File: src/rtl/uart_pkg.sv
// uart_pkg: state encoding and defaults shared by the UART receive and transmit sides
package uart_pkg;
  typedef enum logic [1:0] {IDLE, START, DATA, STOP} uart_state_t;
  localparam int DEFAULT_CLKS_PER_BIT = 868;
  localparam int UART_DATA_BITS = 8;
endpackage

File: src/rtl/uart_bit_timer.sv
// uart_bit_timer: loadable down-counter that parks at zero and flags it
module uart_bit_timer #(
  parameter int CNT_W = 15
) (
  input  logic             clock,
  input  logic             reset,
  input  logic             load,
  input  logic [CNT_W-1:0] load_val,
  output logic             zero
);
  logic [CNT_W-1:0] cnt;
  assign zero = (cnt == '0);
  always_ff @(posedge clock or posedge reset)
    if (reset) cnt <= '0;
    else if (load) cnt <= load_val;
    else if (!zero) cnt <= cnt - 1'b1;
endmodule

File: src/rtl/uart_rx_sampler.sv
// uart_rx_sampler: 8N1 UART receiver with mid-bit sampling, valid/ready output and error pulses
module uart_rx_sampler
  import uart_pkg::*;
#(
  parameter int CLKS_PER_BIT = DEFAULT_CLKS_PER_BIT,
  parameter int DATA_BITS    = UART_DATA_BITS,
  parameter int CNT_W        = 15
) (
  input  logic                 clock,
  input  logic                 reset,
  input  logic                 rx,
  output logic [DATA_BITS-1:0] rx_data,
  output logic                 rx_valid,
  input  logic                 rx_ready,
  output logic                 frame_err,
  output logic                 overrun,
  output logic                 busy
);
  localparam int IDX_W = $clog2(DATA_BITS + 1);
  uart_state_t          state;
  logic                 rx_meta, rx_s, rx_prev, armed;
  logic [1:0]           warm;
  logic [IDX_W-1:0]     bit_idx;
  logic [DATA_BITS-1:0] shreg;
  logic                 zero, load, fall, done, hs;
  logic [CNT_W-1:0]     load_val;
  always_comb begin
    fall     = armed & rx_prev & ~rx_s;
    load     = (state == IDLE) ? fall : zero;
    load_val = (state == IDLE) ? CNT_W'(CLKS_PER_BIT / 2 - 1) : CNT_W'(CLKS_PER_BIT - 1);
    done     = (state == STOP) & zero & rx_s;
    hs       = rx_valid & rx_ready;
  end
  assign busy = (state != IDLE);
  uart_bit_timer #(.CNT_W(CNT_W)) u_timer (
    .clock(clock), .reset(reset), .load(load), .load_val(load_val), .zero(zero)
  );
  // The synchroniser resets high, so arm edge detection only once a real high level has propagated
  always_ff @(posedge clock or posedge reset)
    if (reset) begin
      rx_meta <= 1'b1;
      rx_s    <= 1'b1;
      rx_prev <= 1'b1;
      warm    <= '0;
      armed   <= 1'b0;
    end else begin
      rx_meta <= rx;
      rx_s    <= rx_meta;
      rx_prev <= rx_s;
      warm    <= {warm[0], 1'b1};
      armed   <= armed | (warm[1] & rx_s);
    end
  always_ff @(posedge clock or posedge reset)
    if (reset) begin
      state     <= IDLE;
      bit_idx   <= '0;
      shreg     <= '0;
      rx_data   <= '0;
      rx_valid  <= 1'b0;
      frame_err <= 1'b0;
      overrun   <= 1'b0;
    end else begin
      frame_err <= (state == STOP) & zero & ~rx_s;
      overrun   <= done & rx_valid & ~hs;
      if (done & (~rx_valid | hs)) begin
        rx_data  <= shreg;
        rx_valid <= 1'b1;
      end else if (hs) rx_valid <= 1'b0;
      case (state)
        IDLE:  if (fall) state <= START;
        START: if (zero) begin
          state   <= rx_s ? IDLE : DATA;
          bit_idx <= '0;
        end
        DATA:  if (zero) begin
          shreg   <= {rx_s, shreg[DATA_BITS-1:1]};
          bit_idx <= bit_idx + 1'b1;
          if (bit_idx == IDX_W'(DATA_BITS - 1)) state <= STOP;
        end
        STOP:  if (zero) state <= IDLE;
        default: state <= IDLE;
      endcase
    end
endmodule

File: config.mk
export PLATFORM = sky130hd
export DESIGN_NAME = uart_rx_sampler
export DESIGN_NICKNAME = d
export VERILOG_FILES = /design/src/rtl/uart_pkg.sv /design/src/rtl/uart_bit_timer.sv /design/src/rtl/uart_rx_sampler.sv
export SDC_FILE = /design/constraint.sdc
export NUM_CORES = 1
export LEC_CHECK = 0
export CAP_MARGIN = 0
export CELL_PAD_IN_SITES_DETAIL_PLACEMENT = 0
export CELL_PAD_IN_SITES_GLOBAL_PLACEMENT = 1
export CORE_MARGIN = 1
export CORE_UTILIZATION = 48
export CTS_BUF_LIST = sky130_fd_sc_hd__clkbuf_8
export CTS_CLUSTER_SIZE = 24
export DETAILED_ROUTE_END_ITERATION = 8
export PLACE_DENSITY = 0.91
export SYNTH_ARGS = -nofsm -noshare
export SYNTH_HDL_FRONTEND = slang
export SYNTH_SLANG_ARGS = --single-unit
File: constraint.sdc
create_clock -name clock -period 2.47 [get_ports clock]
set_input_delay 0.247 -clock clock [delete_from_list [all_inputs] [get_ports clock]]
set_output_delay 0.247 -clock clock [all_outputs]
set_load 0.01 [all_outputs]
==> results of run 1 <==
## per-stage QoR
step / total power (uW) / util, % / cells / worst slack [ns] / hold slack, ns
CTS: 1795 / 58.68 / 256 / 0.2579 / 0.1970
global placement: 1319 / 56.49 / 248 / 0.3864 / 0.3453
floorplan: 1223 / - / 185 / 0.5163 / 0.2515
global route: 1892 / 58.68 / 256 / 0.006846 / 0.2282
detailed placement: 1343 / 56.49 / 248 / 0.2671 / 0.3426
finish: 1788 / 58.68 / 256 / 0.2545 / 0.1908
## area by class of cell
cell class / instances / area, um^2
fillers: 345 / 1700
flip-flops and latches: 46 / 1155
multi-input cells: 127 / 908.4
repair buffers: 18 / 172.7
clock buffers: 5 / 68.82
well taps: 50 / 62.56
inverters: 7 / 26.28
clock inverters: 3 / 21.27
## final timing paths
check                                from         endpoint  slack (ns)  cells after the start
min                                 reset  u_timer.cnt[13]        0.19                      2
min in group clock                     rx          rx_meta        0.35                      1
min reg2reg                       warm[0]          warm[1]        0.36                      0
max in group asynchronous           reset          rx_prev        1.52                      3
max reg2reg                u_timer.cnt[1]       rx_data[2]        0.25                      6
max                        u_timer.cnt[1]       rx_data[2]        0.25                      6
## Yosys cell counts (2+ instances only)
| library cell | instances | share of area [%] |
|---|---|---|
| a21oi_1 | 12 | 2.8 |
| buf_4 | 2 | 0.71 |
| clkbuf_1 | 2 | 0.35 |
| dfrtp_1 | 43 | 51 |
| dfstp_2 | 3 | 3.7 |
| ha_1 | 3 | 1.8 |
| inv_1 | 7 | 1.2 |
| mux2_2 | 17 | 9.0 |
| nand2_1 | 12 | 2.1 |
| nand3_1 | 12 | 2.8 |
| nand4_1 | 5 | 1.5 |
| nand4b_1 | 2 | 0.83 |
| nor2_1 | 12 | 2.1 |
| nor3_1 | 2 | 0.47 |
| nor4_4 | 2 | 2.0 |
| o21ai_0 | 12 | 2.8 |
| or3_1 | 5 | 1.5 |
| or3_2 | 3 | 1.1 |
| xor2_1 | 5 | 2.1 |
## logic make-up (layout without fill, tap and decap cells)
| logic type | Yosys count | after routing | share of synthesized area (%) |
|---|---|---|---|
| AND/OR/NAND/NOR | 68 | 68 | 20.27 |
| adder cells (fa/ha/maj) | 3 | 3 | 1.768 |
| XOR/XNOR | 5 | 5 | 2.062 |
| AO/OA/AOI/OAI | 33 | 33 | 9.489 |
| flip-flops | 46 | 46 | 54.39 |
| multiplexers | 17 | 17 | 9.016 |
| buffers and inverters | 12 | 33 | 2.829 |
| other | 1 | 1 | 0.1766 |
## metal layers
| metal | part of all wire [%] | up-vias |
|---|---|---|
| met3 | 2.0 | 5 |
| met1 | 46 | 725 |
| met2 | 50 | 13 |
| li1 | - | 707 |
| met4 | 1.3 | 0 |
| met5 | 0 | - |
## cell usage in the layout (no fill, tap or decap), types with 2 or more instances in the layout
cell type         n
a21oi_1          12
buf_4             3
clkbuf_8          5
clkdlybuf4s50_1  15
dfrtp_1          43
dfstp_2           3
ha_1              3
inv_1             6
mux2_2           17
nand2_1          12
nand3_1          12
nand4_1           5
nand4b_1          2
nor2_1           12
nor3_1            2
nor4_4            2
o21ai_0          12
or3_1             5
or3_2             3
xor2_1            5
## registers in the layout, summed over array words and instances (netlist names), named ones only
| register | count |
|---|---|
| armed | 1 |
| bit_idx | 4 |
| frame_err | 1 |
| overrun | 1 |
| rx_data | 8 |
| rx_meta | 1 |
| rx_prev | 1 |
| rx_s | 1 |
| rx_valid | 1 |
| shreg | 8 |
| state | 1 |
| u_timer.cnt | 15 |
| warm | 2 |
## power breakdown
part / total [uW] / leakage, uW / switching, uW / internal (uW)
combinational: 388 / 0.000425 / 231 / 157
sequential: 946 / 0.000596 / 114 / 832
clock: 454 / 0.0000441 / 255 / 199
total: 1790 / 0.00107 / 600 / 1190
## critical path: cells and delay by family (launching register included)
| kind | cells | cell delay [ns] |
|---|---|---|
| flops | 1 | 0.42 |
| mux | 1 | 0.39 |
| fa+ha+maj | 1 | 0.14 |
| buf+inv | 1 | 0.12 |
| simple gates | 3 | 1.03 |
==> out/results.ini, run 1 <==
[worst_setup_path]
arrival_ns=2.40
max_stage_delay_ns=0.42
critPathKind=reg -> reg
crit_path_end_kind=register
crit_path_cell_trace=inv_1, ha_1, nor4b_2, nand4_1, nor3_4, mux2_2
cp-start-kind=register
cp_max_fo=8
crit_required_ns=2.66
crit_slowest_cell=dfrtp_1

[synthesis]
synth.distinct_cells=43
ys_seq_area_share_pct=54.39
syn_inst=185
synthesis.nets=192
yosys_register_bits=46
synthArstFlopShare_pct=100.0
yosysWarnings=0
synth_area_mm2=0.002123
ys.flop_type=dfrtp_1
syn_area_per_cell_um2=11.48
synth_edf_count=0

[global_route]
met3_usage_pct=4.112
antenna_found_initial=0
gr-total-overflow=0
grt-busiest-layer=met2
grt_pass1_wl_um=6824
grt.met1_usage_pct=26.07
grt_util_met2_pct=33.70
first_global_vias=1449
grt_usage_pct=20.25
grt_max_degree=36

[power_and_ir_drop]
p_per_area_mw_per_mm2=740.2
irDropWorstVdd_v=0.0003873
p_leak_uw=0.001065

[timing]
rsz0062_at_grt=false
final-hold-violation-count=0
period_needed_ns=2.216
slew_headroom_pct=47.59
drv_slew=0
finalClockSkew_ns=0.008131
tns_ns=0
fin_crit_sh_pct=89.70
finalSetupViolations=0
worst_pin_slew_ns=0.7790
fmax_mhz=451.4

[status]
status=complete, no violations

[route]
detail-route-antenna-nets=0
first_pass_iters=4
drt-initial-drc-count=74
drc=0
wl_um=4065
num_vias=1450
wl_per_cell_um=15.88
viasPerCell=5.664

[clocking]
postCtsHoldBufs=0
clk_path_buf_depth=2
clockRootBuffer=clkbuf_8
insertion_delay_ns=0.30
cts.sinks=46
post_cts.repair.setup_buffers=0
clk_pin_slew_ns=0.09
cts_made_buffers=5
htreeDepth=2
ctsResizeCount=0
cts_tree=built

[place]
dpl.hpwl_um=2941
placed_area_mm2=0.002325
port_buffers=15
place_congestion=0.8354

[floorplanning]
die_w_um=68.51
dieArea_mm2=0.004694
die_y_um=68.51
start_util_pct=51.60
num_rows=23
core_mm2=0.004115
pin_count=16

[worst_hold_path]
min_path_type=in -> async

[layout]
diodes=0
syn2layout_area_growth_pct=13.73
fin_area_mm2=0.002415
drive_above_1_share_pct=21.36
final_net_count=212

[run]
maxCapViolations=0

No activity file was read; power rests on OpenSTA's default activity.
==> run 2, diff against run 1 <==
==> constraint.sdc (replaced) <==
create_clock -name clock -period 2.47 [get_ports clock]
set_input_delay 0.494 -clock clock [delete_from_list [all_inputs] [get_ports clock]]
set_output_delay 0.494 -clock clock [all_outputs]
set_load 0.01 [all_outputs]
==> out/results.ini, run 2 (same netlist as run 1, synthesis figures left out) <==
[route]
detail-route-antenna-nets=0  ; unchanged
wl_per_cell_um=15.78  ; -0.65%
wl_um=4086  ; +0.52%
drc=0  ; unchanged
drt-initial-drc-count=67  ; -9.5%
num_vias=1508  ; +4.0%
viasPerCell=5.822  ; +2.8%
first_pass_iters=4  ; unchanged

[layout]
drive_above_1_share_pct=22.49  ; +1.1 points
syn2layout_area_growth_pct=14.79
reg.largest.list=u_timer.cnt: 15 flops, rx_data: 8 flops, shreg: 8 flops
final_cell_mix=dfrtp_1, mux2_2, clkdlybuf4s50_1
multiInputGateArea_um2=908.4  ; unchanged
seq_area_mm2=0.001155  ; unchanged
fillers=336  ; -2.6%
largest_reg_flops=15  ; unchanged
fin_area_mm2=0.002437  ; +0.93%
layout_commonest_cell=dfrtp_1
max_flop_register=u_timer.cnt
diodes=0  ; unchanged
final_net_count=215  ; +1.4%
final_cells=259  ; +1.2%

[worst_setup_path]
critPathKind=reg -> out
crit_required_ns=1.98  ; -0.68 ns
r2r_setup_slack_ns=0.25  ; about the same
crit_path_end_kind=primary output
arrival_ns=1.79  ; -0.61 ns
r2r-end=rx_data[2]
cp_max_fo=10  ; +2
reg2reg_depth=6  ; unchanged
cp-start-kind=register
rr_startpoint=u_timer.cnt[0]

[clocking]
clk_pin_slew_ns=0.09  ; about the same
htreeDepth=2  ; unchanged
ctsResizeCount=0  ; unchanged
clockRootBuffer=clkbuf_8
cts_made_buffers=5  ; unchanged
postCtsHoldBufs=0  ; unchanged
cts.sinks=46  ; unchanged
post_cts.repair.setup_buffers=0  ; unchanged
insertion_delay_ns=0.29  ; about the same
clk_path_buf_depth=2  ; unchanged
cts_tree=built

[global_route]
gr-total-overflow=0  ; unchanged
first_global_vias=1497  ; +3.3%
grt_max_degree=47  ; +31%
grt_pass1_wl_um=6879  ; +0.81%
grt_usage_pct=20.15  ; -0.11 points
antenna_found_initial=0  ; unchanged

[timing]
fmax_mhz=438.6  ; -2.8%
tns_ns=0  ; unchanged
finalSetupViolations=0  ; unchanged
fin_crit_sh_pct=92.31  ; +2.6 points
finalClockSkew_ns=0.005979  ; -0.002152 ns
final-hold-violation-count=0  ; unchanged
slew_headroom_pct=54.60  ; +7.0 points
worst_pin_slew_ns=0.6758  ; -0.1031 ns
period_needed_ns=2.280  ; +0.06458 ns
drv_slew=0  ; unchanged
hold_ws_ns=0.3595  ; +0.1687 ns
worst_slack_ns=0.1899  ; -0.06458 ns
rsz0062_at_grt=false

[place]
pre_cts_slack_ns=0.2482  ; -0.01897 ns
dpl.hpwl_um=2979  ; +1.3%
dp.cells=251  ; +1.2%
place_congestion=0.7857  ; -5.9%
placed_area_mm2=0.002347  ; +0.97%
port_buffers=15  ; unchanged

[floorplanning]
num_rows=23  ; unchanged
die_w_um=68.51  ; unchanged
start_util_pct=51.60  ; unchanged
core_mm2=0.004115  ; unchanged
pin_count=16  ; unchanged
die_y_um=68.51  ; unchanged
dieArea_mm2=0.004694  ; unchanged

[power_and_ir_drop]
p_per_area_mw_per_mm2=740.3  ; about the same
irDropWorstVdd_v=0.0004713  ; +22%
p_leak_uw=0.001081  ; +1.5%

[status]
status=complete, no violations

[worst_hold_path]
whs_path_depth=0
min-delay-start=warm[0]
holdPathEnd=warm[1]
min_path_type=reg -> reg

[run]
maxCapViolations=0  ; unchanged

==> run 2: cell type report <==
class / instances / area share (%)
multi-input combinational: 127 / 37.27
clock inverter: 3 / 0.8727
inverter: 7 / 1.078
clock buffer: 5 / 2.823
timing repair buffer: 21 / 8.008
sequential: 46 / 47.38
tap: 50 / 2.567
==> run 2: where the power goes <==
part,internal (uW),leakage (uW),switching [uW]
Combinational,176,0.000441,233
Clock,199,0.0000441,251
Sequential,832,0.000596,113
Total,1210,0.00108,598
==> run 2: critical path, cell delays in order (launching register included) <==
cell             delay, ns
dfrtp_1               0.52
nor2_1                0.09
buf_4                 0.16
inv_1                 0.16
clkdlybuf4s50_1       0.57
==> run 2: metal layers <==
metal | GRT usage [%] | up-vias | share of wire (%)
li1 | - | 718 | -
met1 | 26.42 | 761 | 44
met2 | 33.58 | 24 | 52
met3 | 3.947 | 5 | 2.6
met4 | 6.250 | 0 | 0.95
met5 | 0 | - | 0
==> run 2: per-stage QoR <==
stage | total power [uW] | util [%]
6_report | 1804 | 59.23
3_3_place_gp | 1340 | 57.04
2_1_floorplan | 1223 | -
4_1_cts | 1817 | 59.23
3_5_place_dp | 1364 | 57.04
5_1_grt | 1912 | 59.23
==> run 2: how the worst max path moves through the flow <==
stage                         from         end  cells after the start
global placement          rx_ready  rx_data[7]                      5
finish                    register        busy                      4
floorplan           u_timer.cnt[0]    shreg[0]                      7
global route        u_timer.cnt[0]  rx_data[1]                      6
CTS                       register        busy                      4
detailed placement  u_timer.cnt[0]  rx_data[2]                      6
==> run 3, diff against run 2 <==
Clock period 2.47 ns to 2.4 ns, I/O delays scaled along.
==> out/results.ini, run 3 (same netlist as run 1, synthesis figures left out) <==
[status]
status=complete, no violations

[route]
wl_um=4200  ; +2.8%
detail-route-antenna-nets=0  ; unchanged
num_vias=1487  ; -1.4%
drt-initial-drc-count=55  ; -18%
viasPerCell=5.719  ; -1.8%
first_pass_iters=4  ; unchanged
drc=0  ; unchanged
wl_per_cell_um=16.15  ; +2.4%

[clocking]
postCtsHoldBufs=0  ; unchanged
cts.sinks=46  ; unchanged
clk_path_buf_depth=2  ; unchanged
clk_pin_slew_ns=0.09  ; about the same
clockRootBuffer=clkbuf_8
htreeDepth=2  ; unchanged
cts_made_buffers=5  ; unchanged
insertion_delay_ns=0.30  ; about the same
cts_tree=built

[timing]
period_needed_ns=2.232
fin_crit_sh_pct=92.99
slew_headroom_pct=48.15  ; -6.5 points
drv_slew=0  ; unchanged
finalSetupViolations=0  ; unchanged
fmax_mhz=448.1
final-hold-violation-count=0  ; unchanged
tns_ns=0  ; unchanged
worst_pin_slew_ns=0.7707  ; +0.09485 ns
finalClockSkew_ns=0.005493  ; -0.0004859 ns
rsz0062_at_grt=false

[global_route]
gr-total-overflow=0  ; unchanged
grt_pass1_wl_um=6837  ; -0.61%
grt_max_degree=22  ; -53%
grt_usage_pct=20.67  ; +0.53 points
antenna_found_initial=0  ; unchanged
first_global_vias=1458  ; -2.6%

[floorplanning]
dieArea_mm2=0.004694  ; unchanged
core_mm2=0.004115  ; unchanged
num_rows=23  ; unchanged
die_w_um=68.51  ; unchanged
start_util_pct=51.60  ; unchanged
die_y_um=68.51  ; unchanged
pin_count=16  ; unchanged

[power_and_ir_drop]
p_switching_uw=632.2  ; +5.7%
irDropWorstVdd_v=0.0004600  ; -2.4%
pwr-share-seq_pct=49.4  ; -3.0 points
p_comb_share_pct=21.2  ; -1.5 points
internal_power_uw=1345  ; +11%
p_per_area_mw_per_mm2=797.4  ; +7.7%
swShare_pct=31.97  ; -1.2 points
clkPwrFrac_pct=29.4  ; +4.4 points
p_leak_uw=0.001103  ; +2.0%

[worst_setup_path]
crit_path_end_kind=register
reg2reg_depth=7  ; +1
rr_startpoint=u_timer.cnt[0]
crit_buf_inv=2  ; -1
cp-start-kind=register
crit_family=simple AND/OR/NAND/NOR gates
r2r-end=rx_data[6]
crit_slowest_cell=dfrtp_1
cp_max_fo=8  ; -2
arrival_ns=2.42  ; +0.63 ns
crit_required_ns=2.59  ; +0.61 ns
critPathKind=reg -> reg
r2r_setup_slack_ns=0.17  ; -0.08 ns
crit_path_cell_trace=inv_1, ha_1, nor4b_2, nand4_1, nor3_4, buf_12, mux2_2
max_stage_delay_ns=0.42  ; -0.15 ns

[layout]
largest_reg_flops=15  ; unchanged
drive_above_1_share_pct=22.86  ; +0.37 points
multiInputGateArea_um2=908.4  ; unchanged
seq_area_mm2=0.001155  ; unchanged
fillers=334  ; -0.60%
layout_commonest_cell=dfrtp_1
syn2layout_area_growth_pct=16.79
max_flop_register=u_timer.cnt
final_cells=260  ; +0.39%
final_net_count=216  ; +0.47%
diodes=0  ; unchanged
reg.largest.list=u_timer.cnt: 15 flops, rx_data: 8 flops, shreg: 8 flops
final_cell_mix=dfrtp_1, mux2_2, clkdlybuf4s50_1

[place]
port_buffers=15  ; unchanged
place_congestion=0.8243  ; +4.9%
dpl.hpwl_um=3050  ; +2.4%
dp.cells=251  ; unchanged

[worst_hold_path]
min_path_type=reg -> reg
holdPathEnd=warm[1]
whs_path_depth=0  ; unchanged
min-delay-start=warm[0]

[run]
maxCapViolations=0  ; unchanged

-- run 3: cell count changes in the layout (fill, tap and decap cells not counted) --
cell and delta:
buf_12 +1, bufinv_16 +1, clkinvlp_4 -1, clkinv_4 -1, inv_6 +1
-- run 3: worst max path at each step --
stage,startpoint,endpoint,slack (ns),cells past startpoint
4_1_cts,u_timer.cnt[0],rx_data[6],0.13,6
5_1_grt,u_timer.cnt[0],shreg[1],0.008,6
3_5_place_dp,u_timer.cnt[0],rx_data[6],0.14,6
2_1_floorplan,u_timer.cnt[0],shreg[0],0.45,7
6_report,u_timer.cnt[0],rx_data[6],0.17,7
3_3_place_gp,rx_ready,rx_data[7],0.29,5
-- run 3: timing repair --
| action | 4_1_cts | 5_1_grt |
|---|---|---|
| resized for setup | 0 | 0 |
| setup buffers | 0 | 1 |
| endpoints found under the setup margin | 0 | 8 |
-- run 3: worst reg2reg max path, cell delays in order, from the launching register on --
cell and delay (ns):
dfrtp_1 0.42, inv_1 0.14, ha_1 0.17, nor4b_2 0.40, nand4_1 0.25, nor3_4 0.25, buf_12 0.15, mux2_2 0.34
-- run 3: through the flow --
step / utilization (%) / power (uW) / hold WS [ns] / setup WS [ns] / area, um^2
floorplan: - / 1258 / 0.3312 / 0.4463 / 2123
global placement: 57.04 / 1376 / 0.3429 / 0.2916 / 2347
detailed placement: 57.04 / 1401 / 0.3434 / 0.1450 / 2347
CTS: 59.78 / 1980 / 0.3632 / 0.1275 / 2460
global route: 60.26 / 2083 / 0.3657 / 0.007959 / 2480
finish: 60.26 / 1977 / 0.3609 / 0.1682 / 2480
-- run 3: cell type report --
type	instances	share of cell area, %
clock buffer	5	2.775
multi-input combinational	127	36.63
clock inverter	3	1.766
sequential	46	46.57
inverter	7	1.060
timing repair buffer	22	8.678
tap	50	2.523
-- run 3: metal layers --
metal  vias up  GRT usage (%)  wire length, um
li1        716              -                -
met1       732          25.57             1867
met2        32          34.44             2109
met3         7          6.250              171
met4         0          6.771               51
met5         -              0                0
-- run 3: power by group through the flow --
stage | Combinational (uW) | Clock [uW] | Sequential, uW
after floorplan | 314 | 0 | 945
after global placement | 395 | 0 | 981
after detailed placement | 417 | 0 | 984
after CTS | 417 | 591 | 972
after global routing | 474 | 620 | 989
final | 418 | 582 | 977
